## src/rtl/sid_voice_bank.sv

```systemverilog
// rtl/sid_voice_bank.sv - time-multiplexed SID-style oscillator/waveform bank
// Ports:
//   clock, reset_n        : single clock, asynchronous active-low reset
//   ce_1m                 : tick strobe; starts one burst of VOICES slots
//   wr_en/wr_voice/wr_reg/wr_data : byte-wide register writes
//   out_valid/out_voice/out_wave  : one registered sample per processed voice
//   osc_msb               : accumulator MSB of every voice
//   overrun               : sticky, tick arrived while a burst was running
module sid_voice_bank #(
    parameter int VOICES   = 3,
    parameter int ACC_W    = 24,
    parameter int WAVE_W   = 12,
    parameter int HOLD_TTL = 200000
) (
    input  logic              clock,
    input  logic              reset_n,
    input  logic              ce_1m,
    input  logic              wr_en,
    input  logic [2:0]        wr_voice,
    input  logic [2:0]        wr_reg,
    input  logic [7:0]        wr_data,
    output logic              out_valid,
    output logic [2:0]        out_voice,
    output logic [WAVE_W-1:0] out_wave,
    output logic [VOICES-1:0] osc_msb,
    output logic              overrun
);

    localparam int HOLD_W = ($clog2(HOLD_TTL + 1) < 1) ? 1 : $clog2(HOLD_TTL + 1);
    // Pulse comparator width: 12 bits, or the whole sample if it is narrower.
    localparam int PW_W = (WAVE_W < 12) ? WAVE_W : 12;

    localparam logic [0:0] ST_IDLE = 1'b0;
    localparam logic [0:0] ST_RUN  = 1'b1;

    logic [15:0]       freq  [VOICES];
    logic [11:0]       pw    [VOICES];
    logic [7:0]        ctrl  [VOICES];
    logic [ACC_W-1:0]  acc   [VOICES];
    logic [22:0]       lfsr  [VOICES];
    logic [WAVE_W-1:0] last  [VOICES];
    logic [HOLD_W-1:0] hold  [VOICES];
    logic [VOICES-1:0] msb_d1, msb_d2, nclk;

    logic [0:0] state;
    logic [2:0] slot;

    // Registers of the voice in the current slot and its sync source.
    logic [15:0]       cur_freq;
    logic [11:0]       cur_pw;
    logic [7:0]        cur_ctrl;
    logic [ACC_W-1:0]  cur_acc;
    logic [22:0]       cur_lfsr;
    logic [WAVE_W-1:0] cur_last;
    logic [HOLD_W-1:0] cur_hold;
    logic              cur_nclk, src_d1, src_d2;

    logic              test, sync, fold;
    logic [ACC_W-1:0]  acc_nxt;
    logic [22:0]       lfsr_nxt;
    logic [WAVE_W-1:0] saw_w, tri_w, pulse_w, noise_w, mix, sample, last_nxt;
    logic [7:0]        noise8;
    logic [HOLD_W-1:0] hold_nxt;

    for (genvar g = 0; g < VOICES; g++) begin : g_msb
        assign osc_msb[g] = acc[g][ACC_W-1];
    end

    always_comb begin
        cur_freq = '0;
        cur_pw   = '0;
        cur_ctrl = '0;
        cur_acc  = '0;
        cur_lfsr = '0;
        cur_last = '0;
        cur_hold = '0;
        cur_nclk = 1'b0;
        src_d1   = 1'b0;
        src_d2   = 1'b0;
        for (int v = 0; v < VOICES; v++) begin
            if (slot == 3'(v)) begin
                cur_freq = freq[v];
                cur_pw   = pw[v];
                cur_ctrl = ctrl[v];
                cur_acc  = acc[v];
                cur_lfsr = lfsr[v];
                cur_last = last[v];
                cur_hold = hold[v];
                cur_nclk = nclk[v];
            end
            // Voice v is the sync/ring source of voice (v+1) mod VOICES.
            if (slot == 3'((v + 1) % VOICES)) begin
                src_d1 = msb_d1[v];
                src_d2 = msb_d2[v];
            end
        end

        test    = cur_ctrl[3];
        sync    = cur_ctrl[1] & src_d1 & ~src_d2;
        acc_nxt = (test || sync) ? '0 : cur_acc + ACC_W'(cur_freq);

        saw_w   = acc_nxt[ACC_W-1 -: WAVE_W];
        fold    = acc_nxt[ACC_W-1] ^ (cur_ctrl[2] & src_d1);
        tri_w   = {acc_nxt[ACC_W-2 -: WAVE_W-1] ^ {(WAVE_W-1){fold}}, 1'b0};
        pulse_w = (test || (acc_nxt[ACC_W-1 -: PW_W] >= cur_pw[11 -: PW_W])) ? '1 : '0;

        if (test)
            lfsr_nxt = '1;
        else if (!cur_nclk && acc_nxt[ACC_W-5])
            lfsr_nxt = {cur_lfsr[21:0], cur_lfsr[22] ^ cur_lfsr[17]};
        else
            lfsr_nxt = cur_lfsr;
        noise8  = {lfsr_nxt[20], lfsr_nxt[18], lfsr_nxt[14], lfsr_nxt[11],
                   lfsr_nxt[9], lfsr_nxt[5], lfsr_nxt[2], lfsr_nxt[0]};
        noise_w = WAVE_W'(noise8) << (WAVE_W - 8);

        mix = '1;
        if (cur_ctrl[4]) mix = mix & tri_w;
        if (cur_ctrl[5]) mix = mix & saw_w;
        if (cur_ctrl[6]) mix = mix & pulse_w;
        if (cur_ctrl[7]) mix = mix & noise_w;

        // With no waveform selected, keep emitting the last sample until the
        // hold counter runs out, then fall to silence.
        if (|cur_ctrl[7:4]) begin
            sample   = mix;
            last_nxt = mix;
            hold_nxt = HOLD_W'(HOLD_TTL);
        end else if (cur_hold != '0) begin
            sample   = cur_last;
            last_nxt = cur_last;
            hold_nxt = cur_hold - 1'b1;
        end else begin
            sample   = '0;
            last_nxt = cur_last;
            hold_nxt = '0;
        end
    end

    always_ff @(posedge clock or negedge reset_n) begin
        if (!reset_n) begin
            for (int v = 0; v < VOICES; v++) begin
                freq[v] <= '0;
                pw[v]   <= '0;
                ctrl[v] <= '0;
                acc[v]  <= '0;
                lfsr[v] <= '1;
                last[v] <= '0;
                hold[v] <= '0;
            end
            msb_d1    <= '0;
            msb_d2    <= '0;
            nclk      <= '0;
            state     <= ST_IDLE;
            slot      <= '0;
            overrun   <= 1'b0;
            out_valid <= 1'b0;
            out_voice <= '0;
            out_wave  <= '0;
        end else begin
            out_valid <= 1'b0;

            if (wr_en) begin
                for (int v = 0; v < VOICES; v++) begin
                    if (wr_voice == 3'(v)) begin
                        case (wr_reg)
                            3'd0:    freq[v][7:0]  <= wr_data;
                            3'd1:    freq[v][15:8] <= wr_data;
                            3'd2:    pw[v][7:0]    <= wr_data;
                            3'd3:    pw[v][11:8]   <= wr_data[3:0];
                            3'd4:    ctrl[v]       <= wr_data;
                            default: ;
                        endcase
                    end
                end
            end

            case (state)
                ST_IDLE: begin
                    if (ce_1m) begin
                        state  <= ST_RUN;
                        slot   <= '0;
                        // Snapshot all MSBs at burst start so sync timing does
                        // not depend on the order voices are processed.
                        msb_d1 <= osc_msb;
                        msb_d2 <= msb_d1;
                    end
                end
                ST_RUN: begin
                    if (ce_1m) overrun <= 1'b1;
                    for (int v = 0; v < VOICES; v++) begin
                        if (slot == 3'(v)) begin
                            acc[v]  <= acc_nxt;
                            lfsr[v] <= lfsr_nxt;
                            nclk[v] <= acc_nxt[ACC_W-5];
                            last[v] <= last_nxt;
                            hold[v] <= hold_nxt;
                        end
                    end
                    out_valid <= 1'b1;
                    out_voice <= slot;
                    out_wave  <= sample;
                    if (slot == 3'(VOICES - 1))
                        state <= ST_IDLE;
                    else
                        slot <= slot + 3'd1;
                end
                default: state <= ST_IDLE;
            endcase
        end
    end

endmodule

```

## config.mk

```make
export PLATFORM = sky130hd
export DESIGN_NAME = sid_voice_bank
export DESIGN_NICKNAME = d
export VERILOG_FILES = /design/src/rtl/sid_voice_bank.sv
export SDC_FILE = /design/constraint.sdc
export NUM_CORES = 1
export LEC_CHECK = 0
export ABC_CLOCK_PERIOD_IN_PS = 8240
export BUFFER_PORTS_ARGS = -buffer_cell sky130_fd_sc_hd__buf_2
export CORE_MARGIN = 2
export CORE_UTILIZATION = 56
export CTS_CLUSTER_SIZE = 28
export DETAILED_ROUTE_END_ITERATION = 10
export PLACE_DENSITY = 0.72
export SYNTH_ARGS = -nofsm -noshare
export SYNTH_HDL_FRONTEND = slang
export SYNTH_SLANG_ARGS = --single-unit
```

## constraint.sdc

```tcl
create_clock -name clock -period 8.24 [get_ports clock]
set_clock_uncertainty 0.15 [all_clocks]
set_input_delay 0.412 -clock clock [delete_from_list [all_inputs] [get_ports clock]]
set_output_delay 0.412 -clock clock [all_outputs]
set_load 0.1 [all_outputs]
```

## Word-level counts from Yosys, hierarchy flattened

Cells that the tools add are included.

| word-level totals | value |
|---|---|
| bits in registers | 369 |
| bits of input ports | 18 |
| output and inout bits | 20 |
| word-level logic and storage cells | 143 |

| cells by class | value |
|---|---|
| $add $sub $neg | 3 |
| magnitude comparators | 1 |
| equal/unequal tests | 10 |
| mux-type cells | 50 |
| bitwise operators | 11 |
| reductions and logical operators | 30 |

Operators by type and width:

| kind | count |
|---|---|
| 2-to-1 mux 12 bit | 14 |
| 2-to-1 mux 23 bit | 5 |
| 2-to-1 mux 24 bit | 4 |
| 2-to-1 mux 18 bit | 5 |
| 2-to-1 mux 16 bit | 3 |
| AND reduction 3 bit | 15 |
| bitwise AND 12 bit | 3 |
| adder 24 x 16 -> 24 bit | 1 |
| 2-to-1 mux 8 bit | 3 |
| nonzero test 18 bit | 1 |
| subtractor 18 x 1 -> 18 bit (second input constant) | 1 |
| == test 3 x 2 -> 1 bit (second input constant) | 4 |
| >= comparator 12 bit | 1 |
| 2-to-1 mux 1 bit | 12 |
| AND reduction 2 bit | 6 |
| bitwise XOR 11 bit | 1 |
| == test 3 x 1 -> 1 bit (second input constant) | 3 |
| zero test 3 bit | 3 |
| 2-to-1 mux 3 bit | 2 |
| case mux 3 bit (2 select lines) | 1 |
| != test 2 bit (second input constant) | 2 |
| OR reduction 4 bit | 1 |
| adder 3 x 1 -> 3 bit (second input constant) | 1 |
| bitwise AND 1 bit | 3 |
| other kinds (7) | 10 |

## Longest topological paths before layout

Gate-level depths: netlist of the first run.

| logic depth | value |
|---|---|
| depth in word-level cells | 18 |
| mapped depth | 32 |
| depth with buffers taken out | 25 |

## Worst setup path after synthesis of the first run

Ideal clock, no wire load.

| timing | value |
|---|---|
| path type | flip-flop to flip-flop |
| from | register slot[0] |
| to | register last[11] (netlist bit) |
| library setup time | 0.095 ns |
| data arrival time | 6.840 ns |
| data required time | 7.995 ns |
| slack | 1.155 ns |
| cell stages (with the launch flop) | 30 |
| path buffers | 6 |
| period minus slack after synthesis | 7.085 ns |
| cells stage by stage | dfrtp_1 > inv_1 > ha_1 > buf_2 > nor3b_2 > buf_2 > buf_1 > buf_2 > buf_1 > clkbuf_1 > a221oi_1 > nor2_1 > ha_1 > inv_1 > fa_1 > nor2b_1 > o2111ai_1 > a2111oi_2 > a2111oi_4 > o31a_1 > o21ai_1 > inv_1 > ha_1 > nand2_1 > a211o_1 > a211oi_1 > o21ai_2 > a2111oi_0 > nor2_1 > o31ai_1 |

| on the way | value |
|---|---|
| elaborated cells on any way between the ends | 56 |
| classes of those cells | 1 x add/sub; 1 x order compare; 2 x eq/ne; 36 x mux; 9 x bitwise; 7 x reduce/logical |

RTL lines:

| item | RTL line | text |
|---|---|---|
| start: declaration | 46 | `logic [2:0] slot;` |
| start signal: assignment | 206 | `slot <= slot + 3'd1;` |
| branches (longest 7 deep; another with adder 24 x 16 -> 24 bit) | n/a |  |
| 2-to-1 mux 24 bit * | 100 | `acc_nxt = (test \|\| sync) ? '0 : cur_acc + ACC_W'(cur_freq);` |
| via acc_nxt[22] | 59 | `logic [ACC_W-1:0] acc_nxt;` |
| branches (longest 5 deep; another with >= comparator 12 bit) | n/a |  |
| 2-to-1 mux 12 bit * | 120 | `if (cur_ctrl[6]) mix = mix & pulse_w;` |
| bitwise AND 12 bit | 121 | `if (cur_ctrl[7]) mix = mix & noise_w;` |
| 2-to-1 mux 12 bit * | 121 |  |
| 2-to-1 mux 12 bit * | 125 | `if (\|cur_ctrl[7:4]) begin` |
| end signal: indexed assignment | 196 | `last[v] <= last_nxt;` |
| end: declaration | 41 | `logic [WAVE_W-1:0] last [VOICES];` |

Mark *: on every way through the listed nets, which the timed path passes.
A chain may end at the register's enable or synchronous reset.

## Worst setup path after layout of the first run

| timing | value |
|---|---|
| from | register slot[0] |
| to | register last[35] (netlist bit) |

The elaborated chain is that of the path after synthesis.

==> run summary, run 1 <==
Post-CTS setup buffer count - 0
Placer Congestion - 0.940
CTS tree - built
Setup WS post-layout - 908 ps
Measured slew at the worst slew-check pin - 1080 ps
Final TNS setup - 0 ps
Clock Latency Late Sink - 540 ps
Initial antenna violation count - 0
Pins over their slew limit - 0
Met1 global-route usage - 41.5%
Top cells by area, synth - dfrtp_1 (39%), dfstp_2 (9.7%), mux2_2 (6.6%), o21ai_0 (6.3%), nand2_1 (6.2%)
Hold WC Path Type - primary input to flop
Mapped Avg Cell Area - 9.67 um2
Status - complete, no violations
Inserted Clock Buffers - 40
First-pass GRT wire length - 79800 um
Vias in the first global route - 14588
Root buf cell - clkbuf_16
Critical Path RT - 8540 ps
Yosys warns - 0
Most Used Layer, Global Route - met2
Clock tree sinks - 363
Synth top area share - 39.4%
Post-route minimum period - 7330 ps
Leakage - 9.03 nW
Critical Path Start Type - flop
Pwr/cell area - 474 nW/um2
Max frequency - 136 MHz
FF+latch area - 9170 um2
Final wirelength - 48900 um
Max-cap violations - 0
Met2 Track Usage GR - 43.7%
Worst vdd ir - 0.000314 V
# setup viols final - 0
Pre-CTS WS - 1160 ps
Commonest non-fill, non-tap cell in the layout - nand2_1
H-Tree Depth - 2
Router iterations before antenna repair - 5
Antenna Violating Nets Remaining - 0
Remaining Overflow, GRT - 0
Placeable Area - 32700 um2
Multi-input gate area - 8810 um2
Max transition margin - 28.2%
Mapped Area - 18700 um2
EDFF count, synth - 0
CTS Hold Bufs - 2
R2R Setup Slk - 910 ps
GRT Total Usage - 28.2%
Residual DRC - 0
GR Util met3 - 4.29%
Initial Util - 57.1%
Worst Setup End Kind - flop
Antenna cell count - 0
Final net count - 1953
Most area-hungry cell type in the Yosys netlist - dfrtp_1
RSZ-0062 raised after global routing - false
Final Cycle Share - 89.0%
Layout cell share with drive strength beyond 1 - 18.1%
Yosys reg bits - 363
Number of port buffers - 37
Via Count - 15000
Area Overhead vs Synth - 9.72%
Final Hold Fails - 0
Final HPWL DP - 30400 um
Drt initial violations - 1434
Ys flop type - dfrtp_1
Synthesized net count - 1982
Type of the worst setup path - flop to flop
Sequential area share after synthesis - 49.1%
I/O Pins - 38
Routed vias/inst - 6.32
Max Root-Sink Buffers - 3
CTS clock-pin slew for the worst setup and hold paths - 60 ps
Die Y - 187 um
Resized cells post-CTS - 0
Asr flop ratio synth - 100%
Die width - 187 um
Fill cell count - 2746
Worst-path fanout max - 18
Library cells used by synthesis - 82
Cell row count - 66
Commonest non-fill, non-tap cells in the layout - nand2_1 (307), dfrtp_1 (294), o21ai_0 (234), nor2_1 (175), mux2_2 (109)
Worst EP arrival - 7640 ps
Die area - 34800 um2
Post-Synthesis Cells - 1930
Largest net degree at the start of global routing - 126
WL/cell - 20.6 um
final timing paths:
path / startpoint / end / cells after the start
min in group asynchronous: reset_n / hold[49]$_DFFE_PN0P_ / 2
max: slot[0]$_DFFE_PN0P_ / last[35]$_DFFE_PN0P_ / 23
max reg2reg: slot[0]$_DFFE_PN0P_ / last[35]$_DFFE_PN0P_ / 23
min reg2reg: lfsr[19]$_DFFE_PN1P_ / lfsr[19]$_DFFE_PN1P_ / 2
max in group asynchronous: reset_n / pw[2]$_DFFE_PN0P_ / 3
min: wr_data[3] / ctrl[3]$_DFFE_PN0P_ / 3
metal layers:
metal	up-vias	wire length, um
met5	-	0
met4	0	986
met3	94	3500
met2	588	22300
met1	7412	22100
li1	6906	-
sequential cells by signal, indices dropped and copies added (netlist names), 12 cells and up:
name,count
last,36
pw,36
freq,48
acc,69
out_wave,12
ctrl,21
hold,54
lfsr,69
worst max-delay path: stages, from the launching register on:
cell       delay (ps)
dfrtp_1           430
inv_1             140
ha_1              200
nor3b_4           630
buf_4             360
a22oi_1           120
a21oi_1           260
inv_1              90
fa_1              410
nor2b_1           170
o2111ai_1         300
a2111oi_2         530
a2111oi_4         160
o31a_1            340
o21ai_1           460
inv_1             100
ha_1              300
nand2_1            60
a211o_1           260
a211oi_1          370
o21ai_2           270
a2111oi_0         700
nor2_1            180
o31ai_1           230
cell usage after synthesis, types with 12 or more instances:
master,instances
xnor2_1,16
buf_2,18
dfstp_2,69
a21oi_1,53
nand4_1,12
mux2i_1,16
nor3_1,29
dfrtp_1,294
buf_1,21
a21o_1,12
nand2_1,310
ha_1,33
mux2_2,109
inv_1,30
a211oi_1,23
a221o_1,31
a221oi_1,61
o21ai_1,21
nand3_1,15
and2_1,14
clkbuf_1,86
nor2_1,175
o31ai_1,22
nand2b_1,12
buf_4,12
o21ai_0,234
nand3b_1,15
a31oi_1,21
power by group:
group          total, mW  internal (mW)  switching (mW)
clock               1.87           1.15           0.723
sequential          2.81           2.48           0.327
combinational       5.01           1.60            3.41
total               9.69           5.23            4.46
area by class of cell:
cell class,count,share of cell area [%]
clock buffers,61,6.01
flip-flops and latches,363,44.8
clock inverters,10,0.733
repair buffers,69,2.15
inverters,31,0.568
multi-input cells,1396,43.0
well taps,442,2.70
cell families after synthesis:
logic type / after synthesis / share of synthesized area (%)
AND/OR/NAND/NOR: 631 / 14.7
AO/OA/AOI/OAI: 578 / 21.1
flip-flops: 363 / 49.1
buffers and inverters: 171 / 3.92
multiplexers: 126 / 7.50
adder cells (fa/ha/maj): 34 / 2.32
XOR/XNOR: 27 / 1.35
through the flow:
stage / total power [mW] / area, um2 / std cells / hold slack, ps / util [%]
after detailed placement: 7.75 / 19100 / 2299 / 304 / 58.3
after floorplan: 6.48 / 18700 / 1930 / -33.6 / -
final: 9.69 / 20500 / 2372 / 183 / 62.6
after global routing: 10.4 / 20500 / 2372 / 187 / 62.6
after CTS: 9.64 / 20500 / 2372 / 171 / 62.6
after global placement: 7.62 / 19100 / 2299 / 292 / 58.3
No activity file was read; power rests on OpenSTA's default activity.
==> run 2, diff against run 1 <==
- CTS_BUF_LIST: default -> sky130_fd_sc_hd__clkbuf_16
- TNS_END_PERCENT: default -> 30
==> run 2 against run 1 <==
Design area decreased by 0.64%; cell count unchanged; setup slack better by 29 ps; worst hold slack worse by 1.9 ps; sequential power barely moved; core utilization shrank 0.40 points; non-clock buffer count stayed put; power down 1.3%; first-iteration DRC count fell by 4.0%; critical path depth did not move; via count fell by 0.63%.
==> run summary, run 2 (synthesized netlist as in run 1, its figures left out) <==
Status - complete, no violations (unchanged)
Clock Latency Late Sink - 540 ps (about the same)
Residual DRC - 0 (unchanged)
Antenna cell count - 0 (unchanged)
Final wirelength - 48700 um (was 48900 um)
Combinational cell fraction of total power - 52.4% (was 51.7%)
Layout cell share with drive strength beyond 1 - 17.4% (was 18.1%)
R2R Setup Slk - 940 ps (was 910 ps)
Max Root-Sink Buffers - 3 (unchanged)
Vias in the first global route - 14542 (was 14588)
Leakage - 8.99 nW (was 9.03 nW)
Placeable Area - 32700 um2 (unchanged)
Commonest non-fill, non-tap cell in the layout - nand2_1 (unchanged)
First-pass GRT wire length - 79700 um (was 79800 um)
Via Count - 14905 (was 15000)
GR Util met3 - 4.46% (was 4.29%)
Clock Power Share - 18.2% (was 19.3%)
Sw frac - 46.7% (was 46.0%)
Fill cell count - 2772 (was 2746)
Root buf cell - clkbuf_16 (unchanged)
Die area - 34800 um2 (unchanged)
Max frequency - 137 MHz (was 136 MHz)
Worst EP arrival - 7610 ps (was 7640 ps)
Sw Pwr - 4.46 mW (about the same)
Measured slew at the worst slew-check pin - 1080 ps (about the same)
Critical Path RT - 8550 ps (was 8540 ps)
WL/cell - 20.5 um (was 20.6 um)
Pwr/cell area - 470 nW/um2 (was 474 nW/um2)
Worst-path fanout max - 18 (unchanged)
Placement Cell Area - 19100 um2 (unchanged)
Inserted Clock Buffers - 40 (unchanged)
Drt initial violations - 1376 (was 1434)
Pins over their slew limit - 0 (unchanged)
Most Used Layer, Global Route - met2 (unchanged)
GRT Total Usage - 28.1% (was 28.2%)
Post-route minimum period - 7300 ps (was 7330 ps)
# setup viols final - 0 (unchanged)
Finished Cell Area - 20300 um2 (was 20500 um2)
H-Tree Depth - 2 (unchanged)
Type of the worst setup path - flop to flop (unchanged)
Clock tree sinks - 363 (unchanged)
Hold WC Path Type - primary input to flop (unchanged)
CTS tree - built (unchanged)
Final Hold Fails - 0 (unchanged)
Initial Util - 57.1% (unchanged)
Worst path most repeated cell - inv_1 (unchanged)
Slowest stage delay, CP - 690 ps (was 700 ps)
Routed vias/inst - 6.28 (was 6.32)
Final Cycle Share - 88.6% (was 89.0%)
Die width - 187 um (unchanged)
Initial antenna violation count - 0 (unchanged)
Largest net degree at the start of global routing - 126 (unchanged)
Commonest non-fill, non-tap cells in the layout - nand2_1 (307), dfrtp_1 (294), o21ai_0 (234), nor2_1 (175), mux2_2 (109) (unchanged)
Worst Setup End Kind - flop (unchanged)
RSZ-0062 raised after global routing - false (unchanged)
Met1 global-route usage - 41.3% (was 41.5%)
Resized cells post-CTS - 0 (unchanged)
Top Registers - acc: 69 flops, lfsr: 69 flops, hold: 54 flops (unchanged)
Final net count - 1953 (unchanged)
Sequential power share - 29.4% (was 29.0%)
CTS clock-pin slew for the worst setup and hold paths - 70 ps (was 60 ps)
Slowest-stage cell, CP - a2111oi_0 (unchanged)
Critical Path Start Type - flop (unchanged)
Final TNS setup - 0 ps (unchanged)
Area Overhead vs Synth - 9.03% (was 9.72%)
Remaining Overflow, GRT - 0 (unchanged)
Met2 Track Usage GR - 43.6% (was 43.7%)
Router iterations before antenna repair - 5 (unchanged)
I/O Pins - 38 (unchanged)
Number of port buffers - 37 (unchanged)
Internal cell power - 5.10 mW (was 5.23 mW)
Antenna Violating Nets Remaining - 0 (unchanged)
Cell row count - 66 (unchanged)
Worst vdd ir - 0.000311 V (was 0.000314 V)
Worst path cell trace - inv_1, ha_1, nor3b_4, buf_4, a22oi_1, a21oi_1, inv_1, fa_1, nor2b_1, o2111ai_1, a2111oi_2, a2111oi_4, o31a_1, o21ai_1, inv_1, ha_1, nand2_1, a211o_1, a211oi_1, o21ai_2, a2111oi_0, nor2_1, o31ai_1 (unchanged)
Placer Congestion - 0.940 (unchanged)
Die Y - 187 um (unchanged)
Max transition margin - 28.3% (was 28.2%)
Post-CTS setup buffer count - 0 (unchanged)
Max-cap violations - 0 (unchanged)
Final HPWL DP - 30400 um (unchanged)
## run 2: changes by cell type in the layout (fill, tap and decap cells not counted)
cell,delta
clkinv_1,+13
clkbuf_8,-13
clkbuf_1,-7
inv_1,+7
## run 2: cell type report
type | count | area [um2] | area share [%]
sequential | 363 | 9170 | 45.1
multi-input combinational | 1396 | 8810 | 43.3
clock buffer | 41 | 1030 | 5.04
tap | 442 | 553 | 2.72
timing repair buffer | 69 | 440 | 2.16
clock inverter | 30 | 225 | 1.11
inverter | 31 | 116 | 0.572
## run 2: final timing paths
check	startpoint	endpoint	cells past startpoint
min in group asynchronous	reset_n	hold[49]$_DFFE_PN0P_	2
min reg2reg	lfsr[19]$_DFFE_PN1P_	lfsr[19]$_DFFE_PN1P_	2
max reg2reg	slot[0]$_DFFE_PN0P_	last[35]$_DFFE_PN0P_	23
max	slot[0]$_DFFE_PN0P_	last[35]$_DFFE_PN0P_	23
max in group asynchronous	reset_n	acc[61]$_DFFE_PN0P_	3
min	wr_data[7]	freq[31]$_DFFE_PN0P_	2
## run 2: per-stage QoR
step / hold slack, ps / instances / total power, mW / utilization (%) / worst slack (ps)
final: 182 / 2372 / 9.56 / 62.2 / 938
after global routing: 187 / 2372 / 10.2 / 62.2 / 414
after CTS: 172 / 2372 / 9.50 / 62.2 / 1010
after detailed placement: 304 / 2299 / 7.75 / 58.3 / 1160
after global placement: 292 / 2299 / 7.62 / 58.3 / 1470
after floorplan: -33.6 / 1930 / 6.48 / - / 1150
## run 2: power groups by stage
stage / logic (mW) / clock network, mW / registers [mW]
4_1_cts: 4.94 / 1.76 / 2.80
3_3_place_gp: 4.81 / 0 / 2.81
2_1_floorplan: 3.48 / 0 / 3.00
6_report: 5.02 / 1.74 / 2.81
3_5_place_dp: 4.92 / 0 / 2.83
5_1_grt: 5.49 / 1.85 / 2.88
## run 2: layer usage
layer	part of all wire [%]	vias up
li1	-	6905
met2	45	632
met1	44	7272
met5	0	-
met3	8.3	96
met4	2.2	0
## run 2: worst max-delay path, delay by kind of cell (launching register included)
| kind | cells | cell delay (ps) |
|---|---|---|
| buffers and inverters | 4 | 690 |
| adder cells (fa/ha/maj) | 3 | 910 |
| AND/OR/NAND/NOR | 4 | 1040 |
| flip-flops | 1 | 430 |
| AO/OA/AOI/OAI | 12 | 3980 |
## run 2: repair_timing
| action | CTS | global route |
|---|---|---|
| hold buffers | 2 | 0 |
| setup endpoints to repair | 0 | 0 |
| endpoints found under the hold margin | 108 | 0 |
